**config.mk**
```make
export PLATFORM = sky130hd
export DESIGN_NAME = mlsu_req_sched
export DESIGN_NICKNAME = d
export VERILOG_FILES = /design/src/rtl/mlsu_pkg.sv /design/src/rtl/mlsu_outst_cnt.sv /design/src/rtl/mlsu_req_sched.sv
export SDC_FILE = /design/constraint.sdc
export NUM_CORES = 1
export LEC_CHECK = 0
export BUFFER_PORTS_ARGS = -buffer_cell sky130_fd_sc_hd__buf_2
export CAP_MARGIN = 20
export CORE_MARGIN = 4
export CORE_UTILIZATION = 49
export CTS_CLUSTER_SIZE = 20
export DETAILED_ROUTE_END_ITERATION = 10
export PLACE_DENSITY = 0.84
export SETUP_SLACK_MARGIN = 0.15
export SLEW_MARGIN = 20
export SYNTH_ARGS = -nofsm -noshare
export SYNTH_HDL_FRONTEND = slang
export SYNTH_HIERARCHICAL = 1
export SYNTH_SLANG_ARGS = --single-unit
```
**constraint.sdc**
```tcl
create_clock -name clk_i -period 9.4 [get_ports clk_i]
set_clock_uncertainty 0.15 [all_clocks]
set_input_delay 0.94 -clock clk_i [delete_from_list [all_inputs] [get_ports clk_i]]
set_output_delay 0.94 -clock clk_i [all_outputs]
set_load 0.05 [all_outputs]
```
**src/rtl/mlsu_pkg.sv**
```systemverilog
// Shared MLSU types and the round-robin pick helper used by the MLSU-side arbiters.
package mlsu_pkg;

  typedef struct packed {
    logic       isLoad;
    logic [7:0] addr;
  } pe_req_t;

  // First set bit of valid at or after ptr, wrapping modulo n (n <= 32); returns ptr if none set.
  function automatic int unsigned rr_pick(input logic [31:0] valid, input int unsigned ptr,
                                          input int unsigned n);
    int unsigned idx;
    logic        found;
    rr_pick = ptr;
    found   = 1'b0;
    for (int unsigned k = 0; k < 32; k++) begin
      if (!found && k < n) begin
        idx = ptr + k;
        if (idx >= n) idx = idx - n;
        if (valid[idx[4:0]]) begin
          rr_pick = idx;
          found   = 1'b1;
        end
      end
    end
  endfunction

endpackage

```
**src/rtl/mlsu_outst_cnt.sv**
```systemverilog
// Outstanding-instruction counter: +1 on issue, -1 on done, saturating at zero.
module mlsu_outst_cnt #(
  parameter int unsigned CntW = 3
) (
  input  logic            clk_i,
  input  logic            rst_ni,
  input  logic            issue_i,
  input  logic            done_i,
  output logic [CntW-1:0] cnt_o
);

  logic [CntW-1:0] cnt_q, cnt_d;
  logic            underflow_c;

  always_comb begin
    underflow_c = done_i && (cnt_q == '0);
    cnt_d       = cnt_q;
    if (issue_i && !done_i) begin
      cnt_d = cnt_q + CntW'(1);
    end else if (!issue_i && done_i && !underflow_c) begin
      cnt_d = cnt_q - CntW'(1);
    end
  end

  always_ff @(posedge clk_i or negedge rst_ni) begin
    if (!rst_ni) cnt_q <= '0;
    else         cnt_q <= cnt_d;
  end

  assign cnt_o = cnt_q;

  // A completion with nothing outstanding means the MLSU and this block disagree.
  a_no_underflow: assert property (@(posedge clk_i) disable iff (!rst_ni) !underflow_c)
    else $warning("mlsu_outst_cnt: done pulse with zero outstanding");

endmodule

```
**src/rtl/mlsu_req_sched.sv**
```systemverilog
// Round-robin scheduler sharing the MLSU pe_req port, with load/store ordering and an in-flight cap.
module mlsu_req_sched #(
  parameter  int unsigned NrReq          = 2,
  parameter  int unsigned MaxOutstanding = 4,
  parameter  type         pe_req_t       = mlsu_pkg::pe_req_t,
  localparam int unsigned CntW           = $clog2(MaxOutstanding + 1),
  localparam int unsigned IdxW           = (NrReq > 1) ? $clog2(NrReq) : 1
) (
  input  logic                     clk_i,
  input  logic                     rst_ni,
  input  logic    [NrReq-1:0]      req_valid_i,
  output logic    [NrReq-1:0]      req_ready_o,
  input  pe_req_t [NrReq-1:0]      req_i,
  output logic                     mlsu_req_valid_o,
  input  logic                     mlsu_req_ready_i,
  output pe_req_t                  mlsu_req_o,
  output logic    [IdxW-1:0]       gnt_idx_o,
  input  logic                     ld_done_i,
  input  logic                     st_done_i,
  output logic    [CntW-1:0]       ld_cnt_o,
  output logic    [CntW-1:0]       st_cnt_o,
  output logic                     idle_o
);
  import mlsu_pkg::*;

  logic [CntW-1:0]  ld_cnt, st_cnt;
  logic [CntW:0]    total;
  logic [NrReq-1:0] elig;
  logic [IdxW-1:0]  sel, rr_ptr_q, rr_ptr_nxt, lock_idx_q;
  logic             lock_q, hs, issue_ld, issue_st;

  // Eligibility: room under the cap and no outstanding ops of the opposite type.
  always_comb begin
    elig  = '0;
    total = (CntW+1)'(ld_cnt) + (CntW+1)'(st_cnt);
    for (int unsigned i = 0; i < NrReq; i++) begin
      elig[i] = req_valid_i[i] && (total < (CntW+1)'(MaxOutstanding))
                && (req_i[i].isLoad ? (st_cnt == '0) : (ld_cnt == '0));
    end
  end

  // Selection and zero-latency output path; a stalled request stays presented via the lock.
  always_comb begin
    sel              = lock_q ? lock_idx_q : IdxW'(rr_pick(32'(elig), 32'(rr_ptr_q), NrReq));
    mlsu_req_valid_o = lock_q | (|elig);
    mlsu_req_o       = req_i[sel];
    gnt_idx_o        = sel;
    hs               = mlsu_req_valid_o && mlsu_req_ready_i;
    req_ready_o      = '0;
    if (hs) req_ready_o[sel] = 1'b1;
    issue_ld         = hs && mlsu_req_o.isLoad;
    issue_st         = hs && !mlsu_req_o.isLoad;
    rr_ptr_nxt       = (sel == IdxW'(NrReq - 1)) ? '0 : sel + IdxW'(1);
    idle_o           = (ld_cnt == '0) && (st_cnt == '0) && !(|req_valid_i);
  end

  always_ff @(posedge clk_i or negedge rst_ni) begin
    if (!rst_ni) begin
      rr_ptr_q   <= '0;
      lock_q     <= 1'b0;
      lock_idx_q <= '0;
    end else if (hs) begin
      rr_ptr_q   <= rr_ptr_nxt;
      lock_q     <= 1'b0;
    end else if (mlsu_req_valid_o) begin
      lock_q     <= 1'b1;
      lock_idx_q <= sel;
    end
  end

  mlsu_outst_cnt #(.CntW(CntW)) u_ld_cnt (
    .clk_i   (clk_i),
    .rst_ni  (rst_ni),
    .issue_i (issue_ld),
    .done_i  (ld_done_i),
    .cnt_o   (ld_cnt)
  );

  mlsu_outst_cnt #(.CntW(CntW)) u_st_cnt (
    .clk_i   (clk_i),
    .rst_ni  (rst_ni),
    .issue_i (issue_st),
    .done_i  (st_done_i),
    .cnt_o   (st_cnt)
  );

  assign ld_cnt_o = ld_cnt;
  assign st_cnt_o = st_cnt;

endmodule
```
Word level (Yosys, flattened, before mapping) --
Cells that the tools add are included.
Storage, ports and cells: bits in registers 9, output and inout bits 20, logic and storage cells 83
Operators by class: add/sub/neg operators 9, order comparisons 7, mux-type cells 26, bitwise logic cells 2, reduce and logical (&&, ||, !) cells 34
Operators with widths (number):
- logical AND 1 bit | 18
- two-way mux 9 bit | 2
- two-way mux 5 bit | 3
- two-way mux 1 bit | 13
- < comparator 5 x 6 -> 1 bit, second input constant | 2
- two-way mux 3 bit | 4
- binary-select mux 1 bit (select 5 bit) | 2
- zero test 1 bit | 8
- adder 3 x 1 -> 3 bit, second input constant | 2
- zero test 3 bit | 2
- nonzero test 2 bit | 3
- subtractor 3 x 1 -> 3 bit, second input constant | 2
- adder 3 x 3 -> 4 bit | 1
- < comparator 4 x 3 -> 1 bit, second input constant | 1
- OR reduction 2 bit | 2
- subtractor 1 x 2 -> 3 bit, second input constant | 1
- subtractor 2 x 2 -> 3 bit, second input constant | 1
- adder 1 x 1 -> 2 bit, second input constant | 1
- greater-or-equal comparator 1 x 2 -> 1 bit, second input constant | 1
- greater-or-equal comparator 2 bit, second input constant | 1
- < comparator 1 x 2 -> 1 bit, second input constant | 1
- two-way mux 2 bit | 1
- AND reduction 2 bit | 1
- adder 1 bit, second input constant | 1
- 4 further kinds | 4

Longest topological paths before layout --
depth after elaboration 22, gate-level depth with buffers 12, depth with buffers taken out 11

By module --
Netlist, hierarchy kept.
Modules (own cells, without submodules):
- mlsu_req_sched | times used 1, cells an instance 49, area an instance 520.5 um^2, seq. area each 75.1 um^2
- mlsu_outst_cnt | times used 2, cells an instance 21, area an instance 198.9 um^2, seq. area each 75.1 um^2

Worst setup path after synthesis --
No wires, ideal clock.
path type register to output, start point reg u_st_cnt.cnt_q[2] (netlist: u_st_cnt/cnt_o[2]), end point out mlsu_req_o[8] in the netlist's numbering, arrival 3137 ps, data required time 8310 ps, setup slack 5173 ps, cell stages (with the launch flop) 8, buffers on the path 1, cells stage by stage dfrtp_1 > ha_1 > nor4b_4 > o211ai_2 > maj3_2 > mux2i_4 > buf_12 > mux2i_1
RTL lines:
- start, declared | line mlsu_outst_cnt.sv:12 | logic [CntW-1:0] cnt_q, cnt_d;
- start signal, assigned | line mlsu_outst_cnt.sv:27 | else cnt_q <= cnt_d;
- end, declared | line mlsu_req_sched.sv:16 | output pe_req_t mlsu_req_o,

==> metrics <==
syn_nets=120; CTS tree=built; Worst Tran Pin Value=870 ps; Final min period=~4100 ps; core area=between 1500 and 2000 µm²; Worst Hold Class=reg -> reg; CP Launch Type=flip-flop; TritonCTS Buffers=3; power per cell area=approximately 360 nW/µm²; Largest delay share family, worst path=multiplexers; row count=15; Post-CTS Hold Buffers=0; DR pass1 iterations=5; Ports=45; hold slack=between 300 and 400 ps; combinational power share=between 60 and 70%; critical path depth=7; Die Ht=between 50 and 60 µm; commonest non-fill, non-tap cell in the layout=buf_2; area leader, netlist=dfrtp_1; NumNets Final=168; P&R area growth vs syn=28.1%; Initial DRC Count=10; vias per cell=~5.4; Seq pwr share=between 20% and 30%; maximum operating frequency=roughly 240 MHz; CP bufs+invs=1; Final HPWL DP=1780 µm; post-synth top area share=between 20% and 30%; Ant. Diodes=0; initial antenna violation count=0; vias in the first global route=roughly 860; Post-CTS Setup Bufs=0; register area share after synthesis=around 25%; Clock Pin Slew Worst Setup and Hold Paths=approximately 60 ps; pin count of the biggest net entering global routing=14; CP endpoint kind=output port; WL final=~2100 µm; NetSw=between 200 and 250 µW; Seq cells post-synth=9; Syn Std Cell Area=~900 µm²; Power Internal=around 170 µW; RSZ-0062 raised after global routing=false; final setup vio count=0; Tcrit/Tclk final=44.0%; CTS max path bufs=2; Slew Viols, Final=0; Leak=slightly above 0.6 nW; peak supply drop=about 200 µV; CP required=a little over 8000 ps; first-pass GRT wire length=3480 µm; most frequent cells in the layout=buf_2 (44), nor2_1 (13), dfrtp_1 (9); post-route ant nets=0; depth of the worst register-to-register path=11; Fin Setup TNS=0 ps; Worst path max stage delay=between 500 and 600 ps; GRT Total Usage=about 17%; worst-skew pair later-pin latency=~250 ps; Via Count=887; die width=slightly above 50 µm; Slew headroom=between 40% and 50%; PortBufs=44; # fillers=149; Synth area leaders=dfrtp_1 (25%), mux2_4 (13%), nor2_1 (5.3%); critical path cell sequence=ha_1, nor4b_4, o211ai_2, maj3_2, mux2i_4, mux2_2, buf_2; outcome=completed; Sw Share=approximately three fifths; max cap viols=0; clock share of power=under 10%; DR DRC count=0; clk sinks=9; gr ovfl total=0; Data arrival, critical path=between 3000 and 4000 ps; CTS root buf=clkbuf_4; CP Max Fanout=13; PostCTS Resize Cnt=0; hold path depth=2; Netlist cell types=29; routed len/inst=~13 µm; Yosys Warn Count=6; critical path's slowest cell=dfrtp_1; H-tree depth=1; layout cells sized above 1=50.0%; RePlAce Congestion=around 0.77; average size of a mapped cell=10.1 µm²; Synth Instances=91; Fin. Hold Viols=0; Starting Density=between 50% and 60%; crit path kind=reg -> out; Die ar.=roughly 2600 µm²
[tightest hold or removal path: stages (launching register included)]
cell and delay [ps]:
dfrtp_1 350, nand2_1 50, o21ai_0 70
[synthesized netlist by cell type]
cell type  count
o31ai_1        1
nand2_1        5
nor4b_4        2
inv_1          4
maj3_2         1
o211ai_2       1
buf_12         1
mux2i_1        3
dfrtp_1        9
fa_1           2
mux2_4         8
or3_1          2
nor3_1         3
nor2_1        13
nor2b_2        2
nor4b_1        2
nor4_1         1
mux2_2         3
mux2i_4        1
a21oi_1        7
nand2b_4       2
nor2b_1        2
inv_2          1
nand3_1        1
a22oi_1        4
o211a_1        2
nor4_2         1
ha_1           2
o21ai_0        5
[registers in the layout (all words and copies together) (netlist names)]
signal,flops
u_ld_cnt/cnt_o,3
lock_idx_q,1
u_st_cnt/cnt_o,3
lock_q,1
rr_ptr_q,1
[final timing paths]
| kind | end | slack, ps | from |
|---|---|---|---|
| min in group asynchronous | rr_ptr_q$_DFFE_PN0P_ | 370 | rst_ni |
| max in group asynchronous | u_st_cnt/cnt_o[1]$_DFFE_PN0P_ | 8560 | rst_ni |
| max | mlsu_req_o[0] | 5260 | u_st_cnt/cnt_o[2]$_DFFE_PN0P_ |
| max reg2reg | u_ld_cnt/cnt_o[2]$_DFFE_PN0P_ | 5420 | u_st_cnt/cnt_o[2]$_DFFE_PN0P_ |
| min reg2reg | rr_ptr_q$_DFFE_PN0P_ | 360 | rr_ptr_q$_DFFE_PN0P_ |
| min | rr_ptr_q$_DFFE_PN0P_ | 360 | rr_ptr_q$_DFFE_PN0P_ |
[per-stage QoR]
step | worst slack (ps) | instance area, µm² | utilization [%] | cells | power, mW
floorplan | 5170 | 918 | - | 91 | 0.345
global placement | 5340 | 1150 | 65.9 | 159 | 0.390
detailed placement | 5260 | 1150 | 65.9 | 159 | 0.397
CTS | 5250 | 1180 | 67.4 | 163 | 0.427
global route | 5080 | 1180 | 67.4 | 163 | 0.455
finish | 5260 | 1180 | 67.4 | 163 | 0.424
[power by group through the flow]
stage | clock network, mW | registers, mW | logic (mW)
after floorplan | 0 | 0.140 | 0.206
after global placement | 0 | 0.101 | 0.289
after detailed placement | 0 | 0.103 | 0.295
after CTS | 0.0295 | 0.102 | 0.295
after global routing | 0.0313 | 0.108 | 0.315
final | 0.0281 | 0.102 | 0.294
[per-layer routing]
layer	routed length [µm]	vias up	GRT usage, %	share of wire, %
met1	853	419	19.2	40
met5	0	-	0	0
li1	-	427	-	-
met2	1060	39	30.5	50
met3	204	2	3.50	9.6
met4	7	0	8.30	0.33
[cell families after synthesis]
group | share of synthesized area (%)
AND/OR/NAND/NOR | 26.3
adder cells (fa/ha/maj) | 8.31
AO/OA/AOI/OAI | 14.2
buffers and inverters | 4.22
multiplexers | 22.5
flip-flops | 24.5
[layout make-up]
type / instances / area, µm² / area share (%)
multi-input cells: 76 / 654 / 55.6
flip-flops and latches: 9 / 225 / 19.1
repair buffers: 44 / 220 / 18.7
well taps: 25 / 31.3 / 2.66
clock buffers: 4 / 26.3 / 2.23
inverters: 5 / 18.8 / 1.60
No activity file was read; power rests on OpenSTA's default activity.
